==> src/rtl/adc_emulator.sv <==
// Cycle-accurate emulator of a strobe-driven 8-bit ADC (CONVST/EOC/RD/PD handshake).
// Optional build macro ADC_EMU_RAMP_EN: captured value is an internal ramp instead of sample_in.
`timescale 1ns/1ps
module adc_emulator #(
  parameter int CONV_CYCLES = 30,
  parameter int RD_LAT      = 2,
  parameter int PU_CYCLES   = 100
) (
  input  logic       clk_100M,
  input  logic       Reset,
  input  logic       CONVST_18,
  input  logic       RD_18,
  input  logic       PD_18,
  input  logic [7:0] sample_in,
  output logic       EOC_18,
  output logic [7:0] DB_out,
  output logic       DB_oe,
  output logic       busy,
  output logic       ovr_err
);

  typedef enum logic [2:0] {
    PWRDN, WARMUP, IDLE, CONVERT, READY, READ
  } state_t;

  // Counter holds k-1 at the k-th edge after entering a timed state.
  localparam logic [7:0] CONV_LAST = 8'(CONV_CYCLES - 1);
  localparam logic [7:0] RD_LAST   = 8'(RD_LAT - 1);
  localparam logic [7:0] PU_LAST   = 8'(PU_CYCLES - 1);

  state_t     state_q;
  logic       conv_prev_q;
  logic       rd_prev_q;
  logic [7:0] cnt_q;
  logic [7:0] data_q;
  logic [7:0] sample_d;
  logic       conv_fall;
  logic       rd_rise;

  assign conv_fall = conv_prev_q & ~CONVST_18;
  assign rd_rise   = ~rd_prev_q & RD_18;

`ifdef ADC_EMU_RAMP_EN
  logic [7:0] ramp_q;
  assign sample_d = ramp_q;
`else
  assign sample_d = sample_in;
`endif

  // NOTE: sequential state uses non-blocking assignments only, so every
  // register sees the pre-edge value of every other register.
  always_ff @(posedge clk_100M or negedge Reset) begin
    if (!Reset) begin
      // NOTE: the data register is a plain flop (not a memory), so it is
      // reset along with the control state to give a defined bus value.
      state_q     <= PWRDN;
      conv_prev_q <= 1'b1;
      rd_prev_q   <= 1'b1;
      cnt_q       <= 8'h00;
      data_q      <= 8'h00;
      EOC_18      <= 1'b1;
      DB_out      <= 8'h00;
      DB_oe       <= 1'b0;
      busy        <= 1'b0;
      ovr_err     <= 1'b0;
`ifdef ADC_EMU_RAMP_EN
      ramp_q      <= 8'h00;
`endif
    end else begin
      conv_prev_q <= CONVST_18;
      rd_prev_q   <= RD_18;
      ovr_err     <= 1'b0;
      if (!PD_18) begin
        state_q <= PWRDN;
        cnt_q   <= 8'h00;
        EOC_18  <= 1'b1;
        DB_out  <= 8'h00;
        DB_oe   <= 1'b0;
        busy    <= 1'b0;
      end else begin
        case (state_q)
          PWRDN: begin
            state_q <= WARMUP;
            cnt_q   <= 8'h00;
            busy    <= 1'b1;
          end
          WARMUP: begin
            if (conv_fall) ovr_err <= 1'b1;
            if (cnt_q == PU_LAST) begin
              state_q <= IDLE;
              busy    <= 1'b0;
            end else begin
              cnt_q <= cnt_q + 8'd1;
            end
          end
          IDLE, READY: begin
            // A convert strobe wins over a simultaneous read in READY.
            if (conv_fall) begin
              state_q <= CONVERT;
              cnt_q   <= 8'h00;
              data_q  <= sample_d;
              EOC_18  <= 1'b1;
              busy    <= 1'b1;
`ifdef ADC_EMU_RAMP_EN
              ramp_q  <= ramp_q + 8'd1;
`endif
            end else if (state_q == READY && !RD_18) begin
              state_q <= READ;
              cnt_q   <= 8'h00;
            end
          end
          CONVERT: begin
            if (conv_fall) ovr_err <= 1'b1;
            if (cnt_q == CONV_LAST) begin
              state_q <= READY;
              EOC_18  <= 1'b0;
              busy    <= 1'b0;
            end else begin
              cnt_q <= cnt_q + 8'd1;
            end
          end
          READ: begin
            if (rd_rise) begin
              state_q <= IDLE;
              EOC_18  <= 1'b1;
              DB_out  <= 8'h00;
              DB_oe   <= 1'b0;
            end else if (!DB_oe) begin
              if (cnt_q == RD_LAST) begin
                DB_oe  <= 1'b1;
                DB_out <= data_q;
              end else begin
                cnt_q <= cnt_q + 8'd1;
              end
            end
          end
          default: state_q <= PWRDN;
        endcase
      end
    end
  end

endmodule
==> config.mk <==
export PLATFORM = sky130hd
export DESIGN_NAME = adc_emulator
export DESIGN_NICKNAME = d
export VERILOG_FILES = /design/src/rtl/adc_emulator.sv
export SDC_FILE = /design/constraint.sdc
export NUM_CORES = 1
export LEC_CHECK = 0
export BUFFER_PORTS_ARGS = -buffer_cell sky130_fd_sc_hd__clkbuf_2
export CORE_MARGIN = 1.5
export CORE_UTILIZATION = 48
export CTS_CLUSTER_SIZE = 14
export DETAILED_ROUTE_END_ITERATION = 10
export PLACE_DENSITY = 0.81
export SLEW_MARGIN = 10
export SYNTH_ARGS = -nofsm -noshare
export SYNTH_HDL_FRONTEND = slang
export SYNTH_SLANG_ARGS = --single-unit
==> constraint.sdc <==
create_clock -name clk_100M -period 2.2 [get_ports clk_100M]
set_input_delay 0.11 -clock clk_100M [delete_from_list [all_inputs] [get_ports clk_100M]]
set_output_delay 0.11 -clock clk_100M [all_outputs]
set_load 0.01 [all_outputs]
==> results of run 1 <==
==> worst min-delay path by stage <==
stage	cells after the start	end
floorplan	0	DB_oe
global placement	1	conv_prev_q
detailed placement	1	conv_prev_q
CTS	2	data_q[3]
global route	2	data_q[3]
finish	2	data_q[2]
==> cells in the mapped netlist, types with 2 or more instances <==
library cell / number / area share (%)
ha_1: 2 / 1.4
mux2_2: 8 / 5.1
or3_1: 3 / 1.1
o21ai_0: 5 / 1.4
nor3_1: 4 / 1.1
mux2i_1: 11 / 6.2
clkbuf_1: 7 / 1.5
nor2b_1: 3 / 1.1
a41oi_1: 4 / 2.0
nor2_1: 5 / 1.1
nor4_1: 2 / 0.70
nand3_1: 7 / 2.0
nand4_1: 7 / 2.5
inv_1: 13 / 2.7
dfstp_2: 3 / 4.4
and2_1: 2 / 0.70
buf_6: 2 / 1.3
nand2b_1: 2 / 0.70
o31ai_1: 2 / 0.84
mux2_1: 2 / 1.3
a31oi_1: 8 / 2.8
o211ai_1: 2 / 0.84
nand2_1: 18 / 3.8
or4b_1: 2 / 1.1
dfrtp_1: 30 / 42
==> per-stage QoR <==
stage               cells  area (µm²)  setup WS [ns]  utilization, %  total power [µW]
floorplan             175        1780         0.0982               -               729
global placement      247        2000          0.112            58.0               780
detailed placement    247        2000         0.0726            58.0               783
CTS                   258        2110         0.0666            61.3              1230
global route          258        2110         0.0404            61.3              1280
finish                258        2110          0.134            61.3              1210
==> worst max-delay path, cell delays in order, from the launching register on <==
cell     delay, ns
dfrtp_1       0.41
inv_1         0.07
ha_1          0.14
or4b_1        0.49
or3_1         0.36
a22o_2        0.32
mux2i_1       0.15
==> layer usage <==
layer | routed length, µm | vias to the layer above
met3 | 276 | 6
met2 | 1870 | 72
li1 | - | 712
met4 | 40 | 0
met5 | 0 | -
met1 | 1720 | 707
==> report_power, final <==
group	internal (µW)	switching, µW	total (µW)
Sequential	624	16.3	640
Clock	219	217	435
Combinational	61.5	76.6	138
Total	904	309	1210
==> cell families (layout without fill, tap and decap cells) <==
family	count (synthesis)	after routing	share of synthesized area, %
xor gates and xnor gates	2	2	0.983
adders and majority gates	2	2	1.40
DFF	33	33	46.5
buffers and inverters	23	60	5.75
and+or+nand+nor	65	65	20.9
muxes	22	22	13.3
AOI/OAI and AO/OA	28	28	11.1
==> state kept, by name, indices dropped and copies added (netlist names) <==
signal and cells:
ovr_err 1, rd_prev_q 1, DB_oe 1, cnt_q 8
conv_prev_q 1, DB_out 8, data_q 8, busy 1
EOC_18 1, state_q 3
==> layout make-up <==
type                            count  share of cell area (%)
Multi-Input combinational cell    119                    40.4
Inverter                           13                    2.31
Tap cell                           46                    2.73
Clock buffer                        6                    3.44
Sequential cell                    33                    39.3
Clock inverter                      2                   0.474
Timing Repair Buffer               39                    11.4
==> what timing repair did <==
item | CTS | global route
hold endpoints to repair | 32 | 0
buffers inserted | 0 | 0
hold buffers | 3 | 0
resized for setup | 0 | 1
setup endpoints to repair | 0 | 8
==> impl_metrics.yaml, run 1 <==
setup_path:
  critPathKind: "register to register"
  critPathCapture: "DB_out[2]"
  cp_max_fo: 8
  worst-endpoint-arrival_ns: 2.23
  timing.rr.start: "cnt_q[1]"
  worstSetupStartpoint: "cnt_q[1]"
  reg2reg_setup_slack_ns: 0.13
  r2r_cells: 6
  cp-end-kind: "register"
  launching_element_type_of_the_critical_path: "register"
  crit-reg2reg-capture: "DB_out[2]"
  cp_data_required_time_ns: 2.36
cts:
  tritoncts: "yes"
  tritoncts.num_buffers: 5
  clk_transition_reported_paths_ns: 0.07
  clock-sinks: 33
  ctsLongestPathBuffers: 2
  cts.root.buffer_cell: "clkbuf_8"
  clk-insertion-delay-late_ns: 0.28
  depth_of_the_cts_h_tree: 2
sta:
  final_hold_viol_count: 0
  finalWorstPathRequiredPeriod_ns: 2.07
  fin_hold_ws_ns: 0.0463
  fin_tns_setup_ns: 0
  timing.max_slew.rel_slack_pct: 46.1
  slew_limit_fails: 0
  timing.fmax_mhz: 484
  worst_skew_ns: 0.00304
  setup-violations-final: 0
  tightest_slew_ns: 0.808
  timing.final.crit_share_pct: 93.9
  grt_setup_unrepaired: "no"
logic_synthesis:
  synth-warning-count: 0
  postSynthRegisterBits: 33
  number_of_enable_type_register_cells_in_the_synthesized_netlist: 0
  synth_async_sr_flop_share_pct: 100
  synth.yosys.seq_area_share_pct: 46.5
  synth.net_count: 190
  syn_avg_cell_area_um2: 10.2
  synth.cell_area_um2: 1780
  synth_top_flop_cell: "dfrtp_1"
  ys_types: 46
  syn_inst: 175
hold_path:
  min_path_type: "input port to register"
  worst_hold_startpoint: "sample_in[2]"
global_route:
  grt_use_met3_pct: 6.51
  number_of_antenna_violations_at_the_first_check_in_global_routing: 0
  busiest_layer: "met2"
  grt_use_total_pct: 21.0
  gr-total-overflow: 0
  met1_demand_to_capacity_share_in_global_routing_pct: 26.3
  grt_start_max_net_pins: 34
  grt_first_pass_wirelength_um: 6670
  grt_pass1_vias: 1491
  use_met2_pct: 33.2
power:
  peakVddDrop_mv: 0.257
  p_leak_uw: 0.00101
  power.density_nw_per_um2: 575
finish:
  ff_latch_area_um2: 830
  layout_common_cells: "30 x dfrtp_1, 24 x clkbuf_2, 18 x nand2_1"
  multi_input_comb_area_um2: 852
  most_common_cell_after_layout_fill_and_taps_aside: "dfrtp_1"
  fillers: 291
  drive_above_1_share_pct: 28.3
  antenna_cells_inserted: 0
  number_of_nets_in_the_layout: 226
  syn2layout_area_growth_pct: 18.4
drt:
  via_count: 1497
  detail_routed_via_count_per_cell: 5.80
  wl_per_cell_um: 15.1
  detail_route.iter0.violations: 100
  drt-pass1-iter-count: 4
  wirelength_um: 3900
  antenna_left: 0
  number_of_remaining_drc_errors: 0
flow_run:
  timing.max_cap.violations: 0
placed_design:
  sum_of_net_half_perimeters_after_detailed_placement_um: 2740
  place.gp.congestion: 0.827
  io_buffer_count: 24
floorplanning:
  die_area_um2: 4090
  num_rows: 21
  die_h_um: 63.9
  top_level_ports: 25
  core-area_um2: 3440
  initial_utilization_pct: 51.8
  floorplan.die.width_um: 63.9
run_status:
  status: "finished clean"
No activity file was read; power rests on OpenSTA's default activity.
==> run 2, diff against run 1 <==
- ABC_AREA: not set -> 1
==> impl_metrics.yaml, run 2 <==
sta:
  timing.fmax_mhz: 582
  finalWorstPathRequiredPeriod_ns: 1.72
  final_hold_viol_count: 0
  fin_tns_setup_ns: 0
  timing.max_slew.rel_slack_pct: 45.3
  slew_limit_fails: 0
  setup_slack_ns: 0.483
  setup-violations-final: 0
  timing.final.crit_share_pct: 78.1
  tightest_slew_ns: 0.821
  worst_skew_ns: 0.00716
  grt_setup_unrepaired: "no"
finish:
  layout_common_cells: "71 x nand2_1, 32 x nand3_1, 30 x dfrtp_1"
  ff_latch_area_um2: 830
  multi_input_comb_area_um2: 917
  layout_top_registers: "DB_out x8, cnt_q x8, data_q x8"
  number_of_nets_in_the_layout: 287
  syn2layout_area_growth_pct: 17.4
  fillers: 335
  antenna_cells_inserted: 0
  final_core_utilization_pct: 59.5
  final_cell_count_without_fillers: 321
  most_common_cell_after_layout_fill_and_taps_aside: "nand2_1"
  drive_above_1_share_pct: 24.5
logic_synthesis:
  synth_async_sr_flop_share_pct: 100
  synth-warning-count: 0
  synth.net_count: 255
  synth_top_cells_by_count: "71 x nand2_1, 32 x nand3_1, 30 x dfrtp_1, 24 x nor2_1, 21 x inv_1"
  synth_largest_area_cell: "dfrtp_1"
  postSynthRegisterBits: 33
  post-synth-top-area-fraction_pct: 40.2
  yosys-top-cells-area: "dfrtp_1 40%, nand2_1 14%, nand3_1 8.6%"
  yosys.cell_count.top_type: "nand2_1"
  number_of_enable_type_register_cells_in_the_synthesized_netlist: 0
  synth_top_flop_cell: "dfrtp_1"
  synth.cell_area_um2: 1870
  syn_avg_cell_area_um2: 7.79
  synth.yosys.seq_area_share_pct: 44.4
  ys_types: 29
  syn_inst: 240
placed_design:
  place_inst: 310
  io_buffer_count: 24
  dp_worst_slack_ns: 0.558
  sum_of_net_half_perimeters_after_detailed_placement_um: 2870
  place.gp.congestion: 0.951
floorplanning:
  floorplan.die.width_um: 65.4
  die_area_um2: 4280
  die_h_um: 65.4
  top_level_ports: 25
  core-area_um2: 3690
  initial_utilization_pct: 50.7
  num_rows: 22
drt:
  via_count: 1593
  antenna_left: 0
  detail_route.iter0.violations: 121
  detail_routed_via_count_per_cell: 4.96
  number_of_remaining_drc_errors: 0
  drt-pass1-iter-count: 4
  wl_per_cell_um: 12.4
  wirelength_um: 3970
power:
  peakVddDrop_mv: 0.393
  p_leak_uw: 0.00115
  power.density_nw_per_um2: 1080
setup_path:
  cp_max_fo: 9
  launching_element_type_of_the_critical_path: "register"
  reg2reg_setup_slack_ns: 0.48
  timing.rr.start: "cnt_q[1]"
  critPathCapture: "cnt_q[0]"
  cp-end-kind: "register"
  worstSetupStartpoint: "cnt_q[1]"
  r2r_cells: 12
  cp_data_required_time_ns: 2.44
  worst-endpoint-arrival_ns: 1.96
  critPathKind: "register to register"
  crit-reg2reg-capture: "cnt_q[0]"
global_route:
  busiest_layer: "met2"
  grt_first_pass_wirelength_um: 6710
  number_of_antenna_violations_at_the_first_check_in_global_routing: 0
  use_met2_pct: 33.5
  gr-total-overflow: 0
  grt_use_met3_pct: 3.94
  grt_use_total_pct: 21.3
  grt_start_max_net_pins: 34
  met1_demand_to_capacity_share_in_global_routing_pct: 27.0
  grt_pass1_vias: 1494
run_status:
  status: "finished clean"
cts:
  clock-sinks: 33
  depth_of_the_cts_h_tree: 2
  clk-insertion-delay-late_ns: 0.30
  tritoncts: "yes"
  tritoncts.num_buffers: 5
  ctsLongestPathBuffers: 2
  cts_repair_resize_count: 0
  clk_transition_reported_paths_ns: 0.07
  post_cts_buffers: 0
  cts.root.buffer_cell: "clkbuf_8"
hold_path:
  min_path_type: "input port to register"
flow_run:
  timing.max_cap.violations: 0
[run 2: per-layer routing]
metal / wire length (µm) / part of all wire, %
met3: 176 / 4.4
met5: 0 / 0
met4: 94 / 2.4
met2: 1890 / 48
met1: 1810 / 46
[run 2: report_power, final]
group	total [µW]	switching (µW)	internal, µW	leakage (µW)
registers	916	142	774	0.000434
clock network	685	236	450	0.0000681
logic	772	492	280	0.000652
[run 2: worst min path at each step]
stage / depth (start not counted) / to / startpoint
after floorplan: 0 / DB_oe / Reset
after global routing: 3 / data_q[6] / sample_in[6]
after CTS: 3 / data_q[5] / sample_in[5]
after global placement: 1 / conv_prev_q / CONVST_18
final: 3 / data_q[5] / sample_in[5]
after detailed placement: 1 / rd_prev_q / RD_18
[run 2: cells by family (layout without fill, tap and decap cells)]
kind of cell	Yosys count	count (layout)	synth area share, %
xor+xnor	1	1	0.469
buf+inv	29	62	6.56
flops	33	33	44.4
simple gates	150	150	38.7
fa+ha+maj	2	2	1.34
compound gates	25	25	8.57
[run 2: repair_timing]
item / in CTS / in global routing
endpoints found under the setup margin: 0 / 0
hold buffers: 3 / 0
endpoints found under the hold margin: 32 / 0
[run 2: worst max-delay path: stages, from the launching register on]
cell	delay, ns
dfrtp_1	0.42
inv_1	0.10
ha_1	0.16
inv_1	0.04
nor2_1	0.09
nand2_1	0.12
nor2_2	0.18
nand2_1	0.08
nand2_1	0.10
nand2_4	0.11
nand2_4	0.14
nand2_1	0.06
nand2_1	0.06
[run 2: cell type report]
type                       count  area share, %
inverter                      27           4.73
multi-input combinational    178           41.8
clock buffer                   5           3.14
clock inverter                 3           2.96
timing repair buffer          27           6.84
sequential                    33           37.8
tap                           48           2.74
[run 2: stage by stage]
step	total power (µW)	cell area (µm²)	hold WS, ns
2_1_floorplan	1460	1870	-0.186
6_report	2370	2190	0.0320
4_1_cts	2390	2190	0.0314
5_1_grt	2540	2190	0.0464
3_5_place_dp	1680	2030	0.230
3_3_place_gp	1650	2030	0.226
